$ cat src/rtl/ccip_txn_tracker.sv
// Request/response transaction tracker: per-channel tag slots with ages,
// duplicate/orphan/timeout detection and a first-word fall-through event FIFO.
module ccip_txn_tracker #(
  parameter int NUM_CH         = 2,
  parameter int TAG_WIDTH      = 4,
  parameter int TIMEOUT_CYCLES = 1024,
  parameter int LOG_DEPTH      = 8,
  parameter int CNT_WIDTH      = 16
) (
  input  logic                          clk,
  input  logic                          sys_reset,
  input  logic                          enable_tracker,
  input  logic                          clear,
  input  logic [NUM_CH-1:0]             req_valid,
  input  logic [NUM_CH*TAG_WIDTH-1:0]   req_tag,
  input  logic [NUM_CH-1:0]             rsp_valid,
  input  logic [NUM_CH*TAG_WIDTH-1:0]   rsp_tag,
  output logic [NUM_CH*CNT_WIDTH-1:0]   outstanding,
  output logic [2:0]                    err_sticky,
  output logic                          evt_valid,
  input  logic                          evt_ready,
  output logic [TAG_WIDTH+3:0]          evt_data,
  output logic [CNT_WIDTH-1:0]          drop_cnt
);

  localparam int NUM_SLOTS = 1 << TAG_WIDTH;
  localparam int AGE_W     = $clog2(TIMEOUT_CYCLES + 1);
  localparam int EVT_W     = TAG_WIDTH + 4;
  localparam int PTR_W     = $clog2(LOG_DEPTH);
  localparam int NEVT_W    = $clog2(NUM_CH * NUM_SLOTS + 1);

  localparam logic [AGE_W-1:0]     AGE_LIMIT = AGE_W'(TIMEOUT_CYCLES - 1);
  localparam logic [AGE_W-1:0]     AGE_ONE   = AGE_W'(1);
  localparam logic [TAG_WIDTH:0]   DEC_ONE   = (TAG_WIDTH + 1)'(1);
  localparam logic [CNT_WIDTH:0]   OUT_MAX   = (CNT_WIDTH + 1)'(NUM_SLOTS);
  localparam logic [PTR_W:0]       PTR_ONE   = (PTR_W + 1)'(1);
  localparam logic [1:0]           EVT_DUP   = 2'b01;
  localparam logic [1:0]           EVT_ORPH  = 2'b10;
  localparam logic [1:0]           EVT_TMO   = 2'b11;

  logic [NUM_CH-1:0][NUM_SLOTS-1:0]            busy_q, busy_d;
  logic [NUM_CH-1:0][NUM_SLOTS-1:0][AGE_W-1:0] age_q, age_d;
  logic [NUM_CH-1:0][CNT_WIDTH-1:0]            out_q, out_d;
  logic [2:0]                                  err_q, err_d;
  logic [CNT_WIDTH-1:0]                        drop_q, drop_d;
  logic [PTR_W:0]                              wr_ptr_q, wr_ptr_d;
  logic [PTR_W:0]                              rd_ptr_q, rd_ptr_d;
  logic [EVT_W-1:0]                            mem_q [LOG_DEPTH];
  logic [EVT_W-1:0]                            mem_d [LOG_DEPTH];

  logic [NUM_CH-1:0][NUM_SLOTS-1:0] tmo_hit, dup_hit, orph_hit;
  logic                             found_tmo, found_dup, found_orph;
  logic [EVT_W-1:0]                 evt_tmo, evt_dup, evt_orph, evt_new;
  logic                             evt_raised;
  logic [NEVT_W-1:0]                n_evt, n_drop;
  logic                             fifo_empty, fifo_full, pop, push;
  logic [CNT_WIDTH:0]               drop_sum;
  logic                             active;

  assign active = enable_tracker && !clear;

  // Slot tracking: allocate, retire, age and time out each channel/tag slot.
  always_comb begin
    logic              rq, rs, aged, inc;
    logic [TAG_WIDTH:0] dec;
    logic [CNT_WIDTH:0] up, dn;
    busy_d   = busy_q;
    age_d    = age_q;
    out_d    = out_q;
    tmo_hit  = '0;
    dup_hit  = '0;
    orph_hit = '0;
    for (int c = 0; c < NUM_CH; c++) begin
      inc = 1'b0;
      dec = '0;
      for (int t = 0; t < NUM_SLOTS; t++) begin
        rq   = active && req_valid[c] && (req_tag[c*TAG_WIDTH +: TAG_WIDTH] == TAG_WIDTH'(t));
        rs   = active && rsp_valid[c] && (rsp_tag[c*TAG_WIDTH +: TAG_WIDTH] == TAG_WIDTH'(t));
        aged = busy_q[c][t] && (age_q[c][t] == AGE_LIMIT);
        if (active) begin
          if (busy_q[c][t]) begin
            if (rq && rs) begin
              age_d[c][t] = '0;
            end else if (rs) begin
              busy_d[c][t] = 1'b0;
              dec = dec + DEC_ONE;
            end else if (aged) begin
              // A request landing on an expiring slot reallocates the freed slot.
              tmo_hit[c][t] = 1'b1;
              if (rq) begin
                age_d[c][t] = '0;
              end else begin
                busy_d[c][t] = 1'b0;
                dec = dec + DEC_ONE;
              end
            end else if (rq) begin
              dup_hit[c][t] = 1'b1;
              age_d[c][t]   = '0;
            end else begin
              age_d[c][t] = age_q[c][t] + AGE_ONE;
            end
          end else begin
            if (rs) orph_hit[c][t] = 1'b1;
            if (rq) begin
              busy_d[c][t] = 1'b1;
              age_d[c][t]  = '0;
              inc = 1'b1;
            end
          end
        end
      end
      up = {1'b0, out_q[c]} + (CNT_WIDTH + 1)'(inc);
      dn = (CNT_WIDTH + 1)'(dec);
      if (up <= dn) begin
        out_d[c] = '0;
      end else begin
        up = up - dn;
        if (up > OUT_MAX) up = OUT_MAX;
        out_d[c] = up[CNT_WIDTH-1:0];
      end
    end
    if (clear) begin
      busy_d = '0;
      age_d  = '0;
      out_d  = '0;
    end
  end

  // Pick the single event to enqueue and count everything raised this cycle.
  always_comb begin
    found_tmo  = 1'b0;
    found_dup  = 1'b0;
    found_orph = 1'b0;
    evt_tmo    = '0;
    evt_dup    = '0;
    evt_orph   = '0;
    n_evt      = '0;
    for (int c = 0; c < NUM_CH; c++) begin
      for (int t = 0; t < NUM_SLOTS; t++) begin
        if (tmo_hit[c][t] && !found_tmo) begin
          found_tmo = 1'b1;
          evt_tmo   = {EVT_TMO, 2'(c), TAG_WIDTH'(t)};
        end
        if (dup_hit[c][t] && !found_dup) begin
          found_dup = 1'b1;
          evt_dup   = {EVT_DUP, 2'(c), TAG_WIDTH'(t)};
        end
        if (orph_hit[c][t] && !found_orph) begin
          found_orph = 1'b1;
          evt_orph   = {EVT_ORPH, 2'(c), TAG_WIDTH'(t)};
        end
        n_evt = n_evt + NEVT_W'(tmo_hit[c][t]) + NEVT_W'(dup_hit[c][t])
                      + NEVT_W'(orph_hit[c][t]);
      end
    end
    evt_raised = found_tmo || found_dup || found_orph;
    evt_new    = found_tmo ? evt_tmo : (found_dup ? evt_dup : evt_orph);
  end

  // Event FIFO push/pop, drop counting and sticky error flags.
  always_comb begin
    fifo_empty = (wr_ptr_q == rd_ptr_q);
    fifo_full  = (wr_ptr_q[PTR_W] != rd_ptr_q[PTR_W]) &&
                 (wr_ptr_q[PTR_W-1:0] == rd_ptr_q[PTR_W-1:0]);
    pop        = !fifo_empty && evt_ready;
    // A full FIFO still accepts the push when the head leaves the same cycle.
    push       = evt_raised && (!fifo_full || pop);
    mem_d      = mem_q;
    wr_ptr_d   = wr_ptr_q;
    rd_ptr_d   = rd_ptr_q;
    if (push) begin
      mem_d[wr_ptr_q[PTR_W-1:0]] = evt_new;
      wr_ptr_d = wr_ptr_q + PTR_ONE;
    end
    if (pop) rd_ptr_d = rd_ptr_q + PTR_ONE;
    n_drop   = n_evt - NEVT_W'(push);
    drop_sum = {1'b0, drop_q} + (CNT_WIDTH + 1)'(n_drop);
    if (clear) begin
      drop_d = '0;
      err_d  = '0;
    end else begin
      drop_d = drop_sum[CNT_WIDTH] ? '1 : drop_sum[CNT_WIDTH-1:0];
      err_d  = err_q | {found_tmo, found_orph, found_dup};
    end
  end

  // State registers; reset wipes tracking, counters and FIFO pointers.
  always_ff @(posedge clk) begin
    if (sys_reset) begin
      busy_q   <= '0;
      age_q    <= '0;
      out_q    <= '0;
      err_q    <= '0;
      drop_q   <= '0;
      wr_ptr_q <= '0;
      rd_ptr_q <= '0;
    end else begin
      busy_q   <= busy_d;
      age_q    <= age_d;
      out_q    <= out_d;
      err_q    <= err_d;
      drop_q   <= drop_d;
      wr_ptr_q <= wr_ptr_d;
      rd_ptr_q <= rd_ptr_d;
    end
  end

  // FIFO storage needs no reset; validity comes from the pointers.
  always_ff @(posedge clk) begin
    mem_q <= mem_d;
  end

  assign outstanding = out_q;
  assign err_sticky  = err_q;
  assign drop_cnt    = drop_q;
  assign evt_valid   = !fifo_empty;
  assign evt_data    = mem_q[rd_ptr_q[PTR_W-1:0]];

endmodule

$ cat config.mk
export PLATFORM = sky130hd
export DESIGN_NAME = ccip_txn_tracker
export DESIGN_NICKNAME = d
export VERILOG_FILES = /design/src/rtl/ccip_txn_tracker.sv
export SDC_FILE = /design/constraint.sdc
export NUM_CORES = 2
export LEC_CHECK = 0
export CORE_MARGIN = 2
export CORE_UTILIZATION = 45
export DETAILED_ROUTE_END_ITERATION = 10
export GPL_ROUTABILITY_DRIVEN = 0
export GPL_TIMING_DRIVEN = 0
export PLACE_DENSITY = 0.71
export SLEW_MARGIN = 10
export SYNTH_ARGS = -nofsm -noshare
export SYNTH_HDL_FRONTEND = slang
export SYNTH_SLANG_ARGS = --single-unit
$ cat constraint.sdc
create_clock -name clk -period 22.1 [get_ports clk]
set_clock_uncertainty 0.05 [all_clocks]
set_input_delay 2.21 -clock clk [delete_from_list [all_inputs] [get_ports clk]]
set_output_delay 2.21 -clock clk [all_outputs]
set_load 0.02 [all_outputs]
# Yosys cells after proc, flatten, opt, wreduce, memory -nomap -nowiden
# Index checks and enable logic that the tools add are counted.
[totals]
word_cells = 1979
reg_bits = 507
in_bits = 25
output_inout_bits = 60
[op_classes]
order_cmp = 7
addsub = 165
n_eq_ne = 127
n_reduce_logical = 370
muxes = 1257
bitwise_logic = 3
[op_table]
columns = ["operator", "n"]
rows = [
  ["11-bit 2-to-1 mux", 192],
  ["5-bit 2-to-1 mux", 182],
  ["8-bit 2-to-1 mux", 100],
  ["1-bit 2-to-1 mux", 778],
  ["6-bit by 1-bit adder with 6-bit output", 90],
  ["11-bit by 1-bit adder with 11-bit output, second input constant", 32],
  ["11-bit by 10-bit equality test with 1-bit output, second input constant", 32],
  ["1-bit logical AND", 230],
  ["5-bit by 1-bit adder with 5-bit output, second input constant", 30],
  ["4-bit equality test, second input constant", 32],
  ["1-bit logical NOT", 96],
  ["3-bit by 2-bit inequality test with 1-bit output, second input constant", 32],
  ["64-bit bitwise mux", 1],
  ["4-bit by 3-bit equality test with 1-bit output, second input constant", 16],
  ["2-bit AND reduction", 32],
  ["16-bit by 1-bit adder with 17-bit output", 2],
  ["17-bit by 5-bit > comparator with 1-bit output, second input constant", 2],
  ["17-bit by 5-bit <= comparator with 1-bit output", 2],
  ["17-bit by 5-bit subtractor with 17-bit output", 2],
  ["4-bit by 2-bit equality test with 1-bit output, second input constant", 8],
  ["8-bit binary-select mux with 3-bit select", 1],
  ["8-bit demux with 3-bit select", 1],
  ["16-bit by 6-bit adder with 17-bit output", 1],
  ["4-bit by 1-bit equality test with 1-bit output, second input constant", 4],
  ["other kinds (21)", 31],
]

# Longest topological paths before layout
[depth]
depth_word = 118
depth_mapped = 74
mapped_depth_nobuf = 66

# Worst setup path before layout
# OpenSTA, ideal clock, no wires.
[synth_timing]
kind = "in2reg"
from = "input enable_tracker"
to = "register out_q, in the netlist outstanding[16]"
required_time_ns = 21.985
slack_ns = 6.622
path_buffers = 12
path_stages = 73
arrival_time_ns = 15.363
setup_time_ns = 0.065
path_cell_list = "buf_2 nor2b_1 buf_2 clkbuf_1 buf_1 clkbuf_1 buf_1 clkbuf_1 buf_1 clkbuf_1 clkbuf_1 clkbuf_1 clkbuf_1 and2_1 ha_1 o21ai_0 nor2_1 ha_1 [... 37 more ...] nor2_1 ha_1 nand4_1 nor2_1 nand3b_1 ha_1 nor2b_1 o21ai_0 nand2b_1 a211o_1 inv_1 nand2_1 nor3b_1 a21oi_1 xnor2_1 nor4_1 nand2_1 nor2_1"
[synth_via]
elab_chain_cells = 117
word_cells_on_any_way = 215
classes_between = "17 x add/sub; 2 x order compare; 144 x mux; 52 x reduce/logical"
[synth_rtl]
columns = ["item", "line_no", "source"]
rows = [
  ["start: declaration", "12", "input logic enable_tracker,"],
  ["1-bit logical AND (*)", "60", "assign active = enable_tracker && !clear;"],
  ["1-bit logical AND (2 in series)", "77", "rq = active && req_valid[c] && (req_tag[c*TAG_WIDTH +: TAG_WIDTH] == TAG_WIDTH'(t));"],
  ["1-bit 2-to-1 mux", "90", "if (rq) begin"],
  ["1-bit 2-to-1 mux", "87", "end else if (aged) begin"],
  ["1-bit 2-to-1 mux", "84", "end else if (rs) begin"],
  ["1-bit 2-to-1 mux", "82", "if (rq && rs) begin"],
  ["1-bit 2-to-1 mux", "81", "if (busy_q[c][t]) begin"],
  ["1-bit 2-to-1 mux", "80", "if (active) begin"],
  ["[... 100 more ...]", "n/a", ""],
  ["5-bit 2-to-1 mux", "87", ""],
  ["5-bit 2-to-1 mux", "84", ""],
  ["5-bit 2-to-1 mux", "82", ""],
  ["5-bit 2-to-1 mux", "81", ""],
  ["5-bit 2-to-1 mux", "80", ""],
  ["17-bit by 5-bit subtractor with 17-bit output", "117", "up = up - dn;"],
  ["17-bit by 5-bit > comparator with 1-bit output", "118", "if (up > OUT_MAX) up = OUT_MAX;"],
  ["4-bit OR reduction (no line)", "n/a", ""],
  ["end signal: assignment", "200", "out_q <= out_d;"],
  ["end: declaration", "43", "logic [NUM_CH-1:0][CNT_WIDTH-1:0] out_q, out_d;"],
]
# Mark *: on every way between the ends. The rest lies on a longest branch, timed or not.
# A chain may end at the register's enable or synchronous reset.

# Worst setup path in the final report
[layout_timing]
from = "input enable_tracker"
to = "register out_q, in the netlist outstanding[18]"
# The elaborated chain is that of the path after synthesis.

==> key figures <==
Yosys
  – Synth top area share: 28.0%
  – Syn avg cell area: 8.43 um^2
  – Main flop type after synthesis: dfxtp_1
  – YS warnings: 0
  – Area leader, netlist: dfxtp_1
  – Synthesized flop and latch total: 499
  – Synth top area cells: dfxtp_1 28%, nor2_1 6.3%, fa_1 5.7%
  – Distinct cells, synth: 105
  – Post-synthesis cell count: 3756
  – Synthesized area: 31700 um^2
  – Ys async rst share: 0%
  – Sequential share of the synthesized area: 33.3%
  – Number of synthesized flops with an enable pin: 56

Timing
  – Setup TNS Final: 0 ns
  – F_max: 47.4 MHz
  – Worst-margin pin slew: 1.46 ns
  – Final Hold Viols: 0
  – RSZ-0062 raised after global routing: false
  – Max-slew violations: 0
  – Period minus WS final: 21.08 ns
  – Fin crit share: 95.4%
  – Max-slew headroom: 2.71%
  – # setup viols final: 0

Floorplan
  – Die footprint: 72500 um^2
  – Starting Density: 45.3%
  – Rows: 97
  – Die W: 269 um
  – Die Ht: 269 um
  – IO Pins: 85
  – CORE AREA: 69900 um^2

Setup path
  – Crit path top cell by count: ha_1
  – Flop2flop setup slack: 7.65 ns
  – Critical Path Source Type: primary input
  – Max incr delay on CP: 0.83 ns
  – Cell depth of the worst flop-to-flop path: 65
  – WP data arrival: 21.61 ns
  – R2R Path End: outstanding[18]
  – CP Max Fanout: 19
  – CP Class: primary input to flip-flop
  – Worst r2r src: age_q[187]
  – Required @ worst endpoint: 22.63 ns
  – Worst Setup End Kind: flip-flop
  – Slowest CP cell: clkdlybuf4s15_1

Power and ir drop
  – Sw Ratio: 24.4%
  – Clk network pwr share: 47.7%
  – Cell Pwr Density: 58.5 nW/um^2
  – Power Total: 2.09 mW
  – Worst IR Drop VDD: 57.5 uV
  – Cell-internal power: 1.58 mW
  – Comb pwr share: 7.9%
  – P_sw: 0.510 mW
  – Sequential share of power: 44.4%
  – Leak Pwr: 12.6 nW

Drt
  – DR iter-0 viols: 2825
  – Remaining DRCs: 0
  – DRT Pass-1 Iters: 6
  – Via count: 28583
  – Routed WL: 93000 um
  – Routed Antenna Nets: 0
  – WL/cell: 19.0 um
  – Avg Vias per Cell: 5.83

Global routing
  – First-pass GRT wire length: 146000 um
  – GRT Residual Overflow: 0
  – Gr usage total: 25.0%
  – Largest net degree at the start of global routing: 15
  – Vias in the first global route: 26746
  – Antenna violations before repair: 3

Clock network
  – CTS sink count: 499
  – Post-CTS resize count: 1
  – CTS Root Cell: clkbuf_16
  – Worst skew pair latency: 0.66 ns
  – Clock-pin slew on the worst setup and hold paths: 0.06 ns
  – CTS Buf Count: 56
  – Post-CTS setup buffers: 0
  – CTS tree: done
  – Clock buffer depth: 3
  – Hold bufs inserted after CTS: 0
  – H-tree Lvls: 2

Run
  – # Max-Cap Violations: 0

Worst hold path
  – Hold Crit Class: flip-flop to flip-flop
  – WHS Path Cells: 2
  – Hold Path Origin: age_q[296]
  – Hold Crit Endpoint: age_q[296]

Placement
  – PortBufs: 77
  – Post-DP HPWL: 69800 um

Final layout
  – FF/Latch Area: 10600 um^2
  – Nets@finish: 4126
  – Area taken by multi-input logic gates: 20200 um^2
  – Fillers: 6664
  – Synthesis-to-layout area growth: 12.9%
  – Layout cell share with drive strength beyond 1: 5.51%

Status
  – Run status: completed
==> power by group through the flow <==
stage	sequential (mW)	clock, mW	combinational (mW)
finish	0.928	0.998	0.165
global route	0.929	1.05	0.175
CTS	0.928	1.01	0.162
detailed placement	0.948	0	0.161
global placement	0.948	0	0.159
floorplan	0.951	0	0.0946
==> cell families after synthesis <==
family,count (synthesis),synth area share (%)
mux,67,2.88
xor+xnor,390,11.7
compound gates,548,11.2
simple gates,1793,28.0
buf+inv,268,3.27
flops,499,33.3
fa+ha+maj,190,9.62
other cells,1,0.0118
==> state kept, by name (all words and copies together) (netlist names) <==
signal,count
age_q,352
mem_q,56
busy_q,32
outstanding,32
drop_cnt,16
rd_ptr_q,4
wr_ptr_q,4
err_sticky,3
==> cell usage after synthesis (24+ instances only) <==
cell and count:
a211oi_1 26, a21oi_1 184, and2_1 25, and3_1 75
and4_1 24, clkbuf_1 87, dfxtp_1 443, edfxtp_1 56
fa_1 90, ha_1 98, inv_1 149, mux2i_1 38
nand2_1 395, nand2b_1 40, nand3_1 196, nand4_1 134
nor2_1 535, nor2b_1 24, nor3_1 104, nor3b_1 25
nor4_1 51, o211ai_1 28, o21ai_0 128, or3_1 74
xnor2_1 165, xor2_1 202
==> stage by stage <==
step                      area (um^2)  utilization [%]  setup WS, ns  std cells  hold slack, ns
after floorplan                 31800                -          6.62       3778           0.369
after global placement          33700             48.2        -0.686       4795           0.376
after detailed placement        33700             48.3        -0.697       4796           0.387
after CTS                       35700             51.1         0.204       4900           0.394
after global routing            35700             51.1         0.159       4899           0.406
final                           35700             51.1          1.02       4903           0.395
==> area by class of cell <==
class                           instances  area share (%)
Clock inverter                         26            1.02
Clock buffer                           78            4.49
Antenna cell                            4          0.0280
Inverter                              149            1.56
Sequential cell                       499            29.5
Timing Repair Buffer                   78            2.18
Buffer                                118            1.36
Multi-Input combinational cell       3011            56.6
Tap cell                              940            3.29
==> worst max-delay path: cells and delay by family <==
family	cells	cell delay, ns
and+or+nand+nor	23	3.49
buffers and inverters	15	7.09
muxes	1	0.21
xor gates and xnor gates	4	0.73
AOI/OAI and AO/OA	20	4.88
adders and majority gates	10	2.92
==> worst max path at each step <==
stage	start	to	depth (start not counted)
4_1_cts	enable_tracker	outstanding[18]	74
6_report	enable_tracker	outstanding[18]	73
2_1_floorplan	enable_tracker	outstanding[16]	73
3_5_place_dp	enable_tracker	outstanding[17]	74
3_3_place_gp	enable_tracker	outstanding[18]	74
5_1_grt	enable_tracker	outstanding[19]	73
==> cells in the final DEF, fill, tap and decap left out, types with 15 or more instances in the layout <==
cell	n
a211oi_1	24
a21o_1	15
a21oi_1	184
a31oi_1	18
and2_1	25
and3_1	75
and4_1	24
clkbuf_1	95
clkbuf_16	58
clkdlybuf4s50_1	77
conb_1	23
dfxtp_1	443
edfxtp_1	56
fa_1	90
ha_1	98
inv_1	149
mux2i_1	38
mux4_2	18
nand2_1	395
nand2b_1	40
nand3_1	196
nand4_1	134
nor2_1	534
nor2b_1	24
nor3_1	104
nor3b_1	25
nor4_1	47
o211ai_1	28
o21ai_0	128
o22ai_1	23
or2_2	19
or3_1	74
or4_1	16
xnor2_1	165
xor2_1	202
==> routing by layer <==
layer,vias to the layer above,track usage [%],routed length [um]
met5,-,0,20
li1,13617,-,-
met4,4,14.7,5960
met1,13366,32.1,38100
met3,377,5.79,9060
met2,1219,38.3,39800
No activity file was read; power rests on OpenSTA's default activity.
